### config.mk
export PLATFORM = sky130hd
export DESIGN_NAME = cbus_read_mux
export DESIGN_NICKNAME = d
export VERILOG_FILES = /design/src/rtl/cbus_pkg.sv /design/src/rtl/cbus_addr_decode.sv /design/src/rtl/cbus_read_mux.sv
export SDC_FILE = /design/constraint.sdc
export NUM_CORES = 1
export LEC_CHECK = 0
export CORE_MARGIN = 10
export CORE_UTILIZATION = 24
export CTS_BUF_LIST = sky130_fd_sc_hd__clkbuf_16
export DETAILED_ROUTE_END_ITERATION = 12
export GPL_ROUTABILITY_DRIVEN = 0
export PLACE_DENSITY = 0.84
export SYNTH_ARGS = -nofsm -noshare
export SYNTH_HDL_FRONTEND = slang
export SYNTH_SLANG_ARGS = --single-unit
### constraint.sdc
create_clock -name clk -period 1.4 [get_ports clk]
set_input_delay 0.28 -clock clk [delete_from_list [all_inputs] [get_ports clk]]
set_output_delay 0.28 -clock clk [all_outputs]
set_load 0.005 [all_outputs]
### src/rtl/cbus_pkg.sv
// Shared CBus constants, slave base addresses and read-path state encoding.
package cbus_pkg;

   localparam int unsigned CBUS_AW        = 18;
   localparam int unsigned CBUS_DW        = 32;
   localparam int unsigned CBUS_PAGE_BITS = 8;

   // Register page bases of the existing slaves
   localparam logic [CBUS_AW-1:0] AXI2SREG_BASE  = 18'h00000;
   localparam logic [CBUS_AW-1:0] AD9361REG_BASE = 18'h00100;

   // Word returned when a selected slave never acknowledges
   localparam logic [CBUS_DW-1:0] CBUS_ERR_DATA = 32'hDEADBEEF;

   typedef enum logic {
      IDLE = 1'b0,
      WAIT = 1'b1
   } cbus_state_e;

   // Width of a slave index; a single slave still needs one bit to carry it
   function automatic int unsigned cbus_idx_w(input int unsigned n);
      return (n > 1) ? $clog2(n) : 1;
   endfunction

endpackage

### src/rtl/cbus_addr_decode.sv
// Page decode of a CBus address against per-slave bases; lowest index wins.
// Purely combinational so the write path can share it.
module cbus_addr_decode
   import cbus_pkg::*;
#(
   parameter int unsigned              NUM_SLV   = 4,
   parameter int unsigned              AW        = CBUS_AW,
   parameter int unsigned              PAGE_BITS = CBUS_PAGE_BITS,
   parameter logic [NUM_SLV*AW-1:0]    SLV_BASE  = '0,
   localparam int unsigned             SW        = cbus_idx_w(NUM_SLV)
) (
   input  logic [AW-1:0] addr,
   output logic          hit,
   output logic [SW-1:0] sel
);

   localparam int unsigned PW = AW - PAGE_BITS;

   logic [PW-1:0] page;

   assign page = addr[AW-1:PAGE_BITS];

   // Offset bits inside a page take no part in slave selection
   generate
      if (PAGE_BITS > 0) begin : g_offset
         logic unused_offset;
         assign unused_offset = ^addr[PAGE_BITS-1:0];
      end
   endgenerate

   // Priority encode: first matching base from index 0 upward
   always_comb begin
      hit = 1'b0;
      sel = '0;
      for (int unsigned k = 0; k < NUM_SLV; k++) begin
         if (!hit && (page == SLV_BASE[k*AW+PAGE_BITS +: PW])) begin
            hit = 1'b1;
            sel = SW'(k);
         end
      end
   end

endmodule

### src/rtl/cbus_read_mux.sv
// CBus read-data return path: decodes the read address to one of NUM_SLV
// slaves, pulses its rd_req, waits for its ack (or times out) and returns a
// registered data word with a one-cycle valid strobe.
module cbus_read_mux
   import cbus_pkg::*;
#(
   parameter int unsigned           NUM_SLV   = 4,
   parameter int unsigned           DW        = CBUS_DW,
   parameter int unsigned           AW        = CBUS_AW,
   parameter int unsigned           PAGE_BITS = CBUS_PAGE_BITS,
   parameter logic [NUM_SLV*AW-1:0] SLV_BASE  = '0,
   parameter int unsigned           TIMEOUT   = 16,
   parameter logic [DW-1:0]         ERR_DATA  = CBUS_ERR_DATA
) (
   input  logic                  clk,
   input  logic                  rst,
   input  logic                  en,
   input  logic [AW-1:0]         addr,
   output logic [NUM_SLV-1:0]    rd_req,
   input  logic [NUM_SLV*DW-1:0] slv_dout,
   input  logic [NUM_SLV-1:0]    slv_ack,
   output logic [DW-1:0]         dout,
   output logic                  dout_valid,
   output logic                  err,
   output logic                  busy,
   output logic                  ovf
);

   localparam int unsigned   SW         = cbus_idx_w(NUM_SLV);
   localparam int unsigned   TW         = $clog2(TIMEOUT + 1);
   localparam logic [TW-1:0] TIMER_LAST = TW'(TIMEOUT - 1);

   logic               dec_hit;
   logic [SW-1:0]      dec_sel;

   cbus_state_e        state_q;
   logic [SW-1:0]      sel_q;
   logic [TW-1:0]      timer_q;
   logic [NUM_SLV-1:0] rd_req_q;
   logic [NUM_SLV-1:0] rd_req_d;
   logic [DW-1:0]      dout_q;
   logic               dout_valid_q;
   logic               err_q;
   logic               ovf_q;

   logic               ack_sel;
   logic [DW-1:0]      data_sel;

   cbus_addr_decode #(
      .NUM_SLV   (NUM_SLV),
      .AW        (AW),
      .PAGE_BITS (PAGE_BITS),
      .SLV_BASE  (SLV_BASE)
   ) u_decode (
      .addr (addr),
      .hit  (dec_hit),
      .sel  (dec_sel)
   );

   // One-hot request vector for the slave picked by the decoder
   always_comb begin
      rd_req_d = '0;
      for (int unsigned k = 0; k < NUM_SLV; k++) begin
         if (SW'(k) == dec_sel) begin
            rd_req_d[k] = 1'b1;
         end
      end
   end

   // Ack and data of the latched slave; other channels are never looked at
   always_comb begin
      ack_sel  = 1'b0;
      data_sel = '0;
      for (int unsigned k = 0; k < NUM_SLV; k++) begin
         if (SW'(k) == sel_q) begin
            ack_sel  = slv_ack[k];
            data_sel = slv_dout[k*DW +: DW];
         end
      end
   end

   // Read sequencing: accept and decode in IDLE, wait for ack or timeout in WAIT
   always_ff @(posedge clk) begin
      if (!rst) begin
         state_q      <= IDLE;
         sel_q        <= '0;
         timer_q      <= '0;
         rd_req_q     <= '0;
         dout_q       <= '0;
         dout_valid_q <= 1'b0;
         err_q        <= 1'b0;
         ovf_q        <= 1'b0;
      end else begin
         rd_req_q     <= '0;
         dout_valid_q <= 1'b0;
         err_q        <= 1'b0;
         case (state_q)
            IDLE: begin
               if (en) begin
                  if (dec_hit) begin
                     sel_q    <= dec_sel;
                     rd_req_q <= rd_req_d;
                     timer_q  <= '0;
                     state_q  <= WAIT;
                  end else begin
                     // Unmapped address reads back as zero without waiting
                     dout_q       <= '0;
                     dout_valid_q <= 1'b1;
                  end
               end
            end
            WAIT: begin
               if (en) begin
                  ovf_q <= 1'b1;
               end
               // Ack is checked before the timer so a last-cycle ack still wins
               if (ack_sel) begin
                  dout_q       <= data_sel;
                  dout_valid_q <= 1'b1;
                  timer_q      <= '0;
                  state_q      <= IDLE;
               end else if (timer_q == TIMER_LAST) begin
                  dout_q       <= ERR_DATA;
                  dout_valid_q <= 1'b1;
                  err_q        <= 1'b1;
                  timer_q      <= '0;
                  state_q      <= IDLE;
               end else begin
                  timer_q <= timer_q + TW'(1);
               end
            end
            default: begin
               state_q <= IDLE;
            end
         endcase
      end
   end

   assign rd_req     = rd_req_q;
   assign dout       = dout_q;
   assign dout_valid = dout_valid_q;
   assign err        = err_q;
   assign busy       = (state_q == WAIT);
   assign ovf        = ovf_q;

endmodule

# Yosys cells after proc, flatten, opt, wreduce, memory -nomap -nowiden
# Cells that the tools add are included.
[totals] register_bits=47 out_inout_bits=40 elab_cells=78
[op_classes] add_sub_neg=1 eq_ne=11 n_mux=39 bitwise=4 reduce_logical=15
[ops] cell="32-bit 2-to-1 mux" n=8
[ops] cell="32-bit case mux with 2 select lines" n=1
[ops] cell="1-bit 2-to-1 mux" n=21
[ops] cell="5-bit 2-to-1 mux" n=4
[ops] cell="10-bit logical NOT" n=1
[ops] cell="5-bit case mux with 2 select lines" n=1
[ops] cell="2-bit == test, first input constant" n=4
[ops] cell="2-bit != test, second input constant" n=3
[ops] cell="3-bit AND reduction" n=2
[ops] cell="5-bit by 1-bit adder with 5-bit output, second input constant" n=1
[ops] cell="5-bit by 4-bit == test with 1-bit output, second input constant" n=1
[ops] cell="1-bit by 2-bit == test with 1-bit output, first input constant" n=2
[ops] cell="2-bit logical NOT" n=2
[ops] cell="2-bit 2-to-1 mux" n=2
[ops] cell="1-bit inverter" n=4
[ops] cell="1-bit case mux with 2 select lines" n=2
[ops] cell="2-bit AND reduction" n=2
[ops] cell="4-bit OR reduction" n=1
[ops] cell="1-bit logical AND" n=3
[ops] cell="1-bit logical NOT" n=3
[ops] cell="3-bit by 1-bit != test with 1-bit output, second input constant" n=1
[ops] cell="3-bit OR reduction" n=1

# Depth between registers and ports, before layout
[depth] ltp_word=14 depth_mapped=6 mapped_depth_nobuf=5

# By module
# Synthesis repeated with hierarchy kept, for this count alone.
[unflattened] cells_unflattened=244 hier_area_um2=2721.4
[modules_own_cells] mod="cbus_read_mux" n_inst=1 cells_per_inst=238 area_each_um2=2675.1
[modules_own_cells] mod="cbus_addr_decode" n_inst=1 cells_per_inst=6 area_each_um2=46.3

# Least setup slack after synthesis
# Ideal clock, no wire load.
[synth_timing] kind="reg-to-reg" from="register timer_q[0]" to="register dout_q[20], in the netlist dout[20]" setup_time_ns=0.117 arrival_ns=1.410 t_required_ns=1.283 path_slack_ns=-0.127 path_stages_with_launch=7 path_buffers=1 path_cell_list="dfxtp_1 ha_1 nand4b_2 a21oi_2 a21oi_4 buf_6 a22o_1"
[synth_via] elab_chain_len=3
[synth_rtl] item="start, declared" line="cbus_read_mux.sv:38" text="logic [TW-1:0] timer_q;"
[synth_rtl] item="start signal, assigned" line="cbus_read_mux.sv:129" text="timer_q <= timer_q + TW'(1);"
[synth_rtl] item="5-bit by 4-bit == test with 1-bit output" line="cbus_read_mux.sv:122" text="end else if (timer_q == TIMER_LAST) begin"
[synth_rtl] item="3-bit by 1-bit != test with 1-bit output (no source line)"
[synth_rtl] item="3-bit AND reduction (no source line)"
[synth_rtl] item="end signal, assigned" line="cbus_read_mux.sv:118" text="dout_q <= data_sel;"
[synth_rtl] item="end, declared" line="cbus_read_mux.sv:41" text="logic [DW-1:0] dout_q;"
# No other way between the ends.
# A chain may end at the register's enable or synchronous reset.

# Final worst setup path
[layout_timing] from="register timer_q[1]" to="register dout_q[7], in the netlist dout[7]"
# The elaborated chain is that of the path after synthesis.

==> run metrics <==
critical path's top delay family flip-flops; setup TNS -0.0512 ns; final period utilization 1.01; share of cells above drive strength 1 0.283; Final Instance Area 0.00303 mm2; initial antenna violation count 0; Max Clk Rate 0.709 GHz; count of non-filler cells in the finished layout 349; Vias/cell 4.54; yosys warns 0; Final Max Tran Viols 0; Slew headroom 0.660; vias in the first global route 1,771; Reg2Reg Depth 7; largest area contributor in the netlist dfxtp_1; Worst Tran Pin Value 0.509 ns; Worst path depth 7; Critical Path Sink Type register; first-pass GRT wire length 8810 um; n_diodes 0; clock buffer depth 2; Area after DPL 0.00275 mm2; hold path cells 2; Synth Register Bits 42; First-pass DRT Iterations 4; Max VDD drop 0.000697 V; largest net degree at the start of global routing 18; post-synthesis sequential area ratio 0.511; power share of the clock group 0.440; pwr/cell area 853 mW/mm2; Netlist cell types 33; failing checks setup timing; CP required 1.61 ns; area of the mapped netlist 0.00165 mm2; critical path class reg2reg; Cell Chain, Critical Path ha_4, nand4b_4, buf_6, a21boi_4, nand2_4, clkbuf_16, o2bb2ai_2; Die Ht 103 um; Max H-tree Level 2; core footprint 0.00672 mm2; Placed Cells 333; post-layout min period 1.41 ns; most frequent cells in the layout 39 x dfxtp_1, 39 x dlygate4sd2_1, 34 x clkdlybuf4s50_1, 29 x nor2_1, 24 x buf_4; Max FO, Critical Path 8; average wire per standard cell 16.1 um; Die X 103 um; synth top area cells dfxtp_1 51%, o2bb2ai_2 9.1%, nor2_1 6.8%; Switch Pwr 570 uW; worst skew pair latency 0.28 ns; RSZ-0062 raised after global routing true; pre-CTS WS -0.514 ns; die area 0.0106 mm2; Worst Setup Slack, final -0.0113 ns; sw frac 0.220; row count 30; multi-input logic area 867 um2; vias 1,586; largest stage delay on the critical path 0.36 ns; initial core utilization 0.245; FILL cells 637; Root Driver clkbuf_16; Final #Nets 422; R2R Setup Slk -0.01 ns; power share of the combinational group 0.098; Startpoint Class register; clk slew on worst S/H paths 0.06 ns; overall power 2.59 mW; TritonCTS Sinks 42; final hold violations 0; Critical Path Slowest Stage Cell dfxtp_2; Setup-failing EPs final 11; Sequential Power Share 0.463; post-detailed-route count of antenna-violating nets 0; leakage 1.48 nW; grt total ovfl 0; DP HPWL 4190 um; drt total wl 5610 um; syn_area_per_cell 10.7 um2; GRT Overall Usage 0.106; Arrival @ worst endpoint 1.62 ns; Int Power 2.02 mW; Syn-to-layout area delta 84.4%; fin util 0.452; worst hold margin 0.447 ns; final setup skew 0.00704 ns; status complete, but fails checks; DRC 0; register area 845 um2; CTS Hold Buffers Added 0; Mapped Cells 154; CTS tree yes; total of max-cap violations 0; Buf+Inv Stages, Crit Path 2; IO buf count 82; IO Pins 193; top cell type's share of synthesized area 0.511; worst hold path type reg2reg; Initial DRC Count 41; Num CTS Buffers 5
[area by class of cell]
class / count / area share
well taps: 80 / 0.0330
inverters: 2 / 0.00247
clock buffers: 5 / 0.0412
multi-input cells: 104 / 0.286
clock inverters: 3 / 0.00825
flip-flops and latches: 42 / 0.278
repair buffers: 113 / 0.351
[synth_stat cells, drive strengths merged]
| library cell | number |
|---|---|
| nand4b | 2 |
| o21ai | 4 |
| nand3 | 3 |
| conb | 1 |
| nor2 | 30 |
| and2 | 1 |
| nor4 | 2 |
| nand2 | 8 |
| dfxtp | 42 |
| a21oi | 7 |
| inv | 2 |
| clkbuf | 1 |
| a21boi | 1 |
| nand2b | 2 |
| o2bb2ai | 17 |
| ha | 1 |
| a311oi | 1 |
| and2b | 1 |
| nor3 | 1 |
| buf | 7 |
| a21o | 1 |
| o22ai | 7 |
| and3 | 3 |
| a22o | 8 |
| or2 | 1 |
[per-layer routing]
metal  GRT usage  routed length, um  vias up
met5           0                  0        -
met4      0.0321                 44        0
met3      0.0469                519        4
met2       0.179               2850       52
met1       0.117               2200      747
li1            -                  -      783
[worst paths after layout]
kind,start,endpoint
min reg2reg,timer_q[4],timer_q[4]
min,timer_q[4],timer_q[4]
max,timer_q[1],dout[7]
max reg2reg,timer_q[1],dout[7]
[flip-flops by register name, indices dropped and copies added, names as in the netlist]
signal	count
rd_req	1
busy	1
ovf	1
dout_valid	1
dout	32
err	1
timer_q	5
[repair_timing]
| action | CTS | global route |
|---|---|---|
| endpoints found under the setup margin | 72 | 35 |
| buffers inserted | 5 | 3 |
| hold endpoints to repair | 0 | 0 |
| cloned | 2 | 1 |
| resized for setup | 64 | 16 |
| pin swaps | 22 | 10 |
[tightest hold or removal path, cell delays in order, from the launching register on]
cell     delay [ns]
dfxtp_1        0.31
nand2_1        0.06
a21oi_1        0.04
[power by group through the flow]
| stage | Combinational, mW | Clock [mW] | Sequential [mW] |
|---|---|---|---|
| floorplan | 0.0695 | 0 | 1.22 |
| global placement | 0.239 | 0 | 1.22 |
| detailed placement | 0.244 | 0 | 1.22 |
| CTS | 0.263 | 1.18 | 1.20 |
| global route | 0.273 | 1.23 | 1.20 |
| finish | 0.253 | 1.14 | 1.20 |
[cell families (layout without fill, tap and decap cells)]
family,Yosys count,after routing,synth area share
other cells,1,3,0.00228
fa+ha+maj,1,1,0.00760
flops,42,42,0.511
simple gates,54,54,0.176
buf+inv,10,123,0.0418
compound gates,46,46,0.262
(Power assumes the default switching activity.)
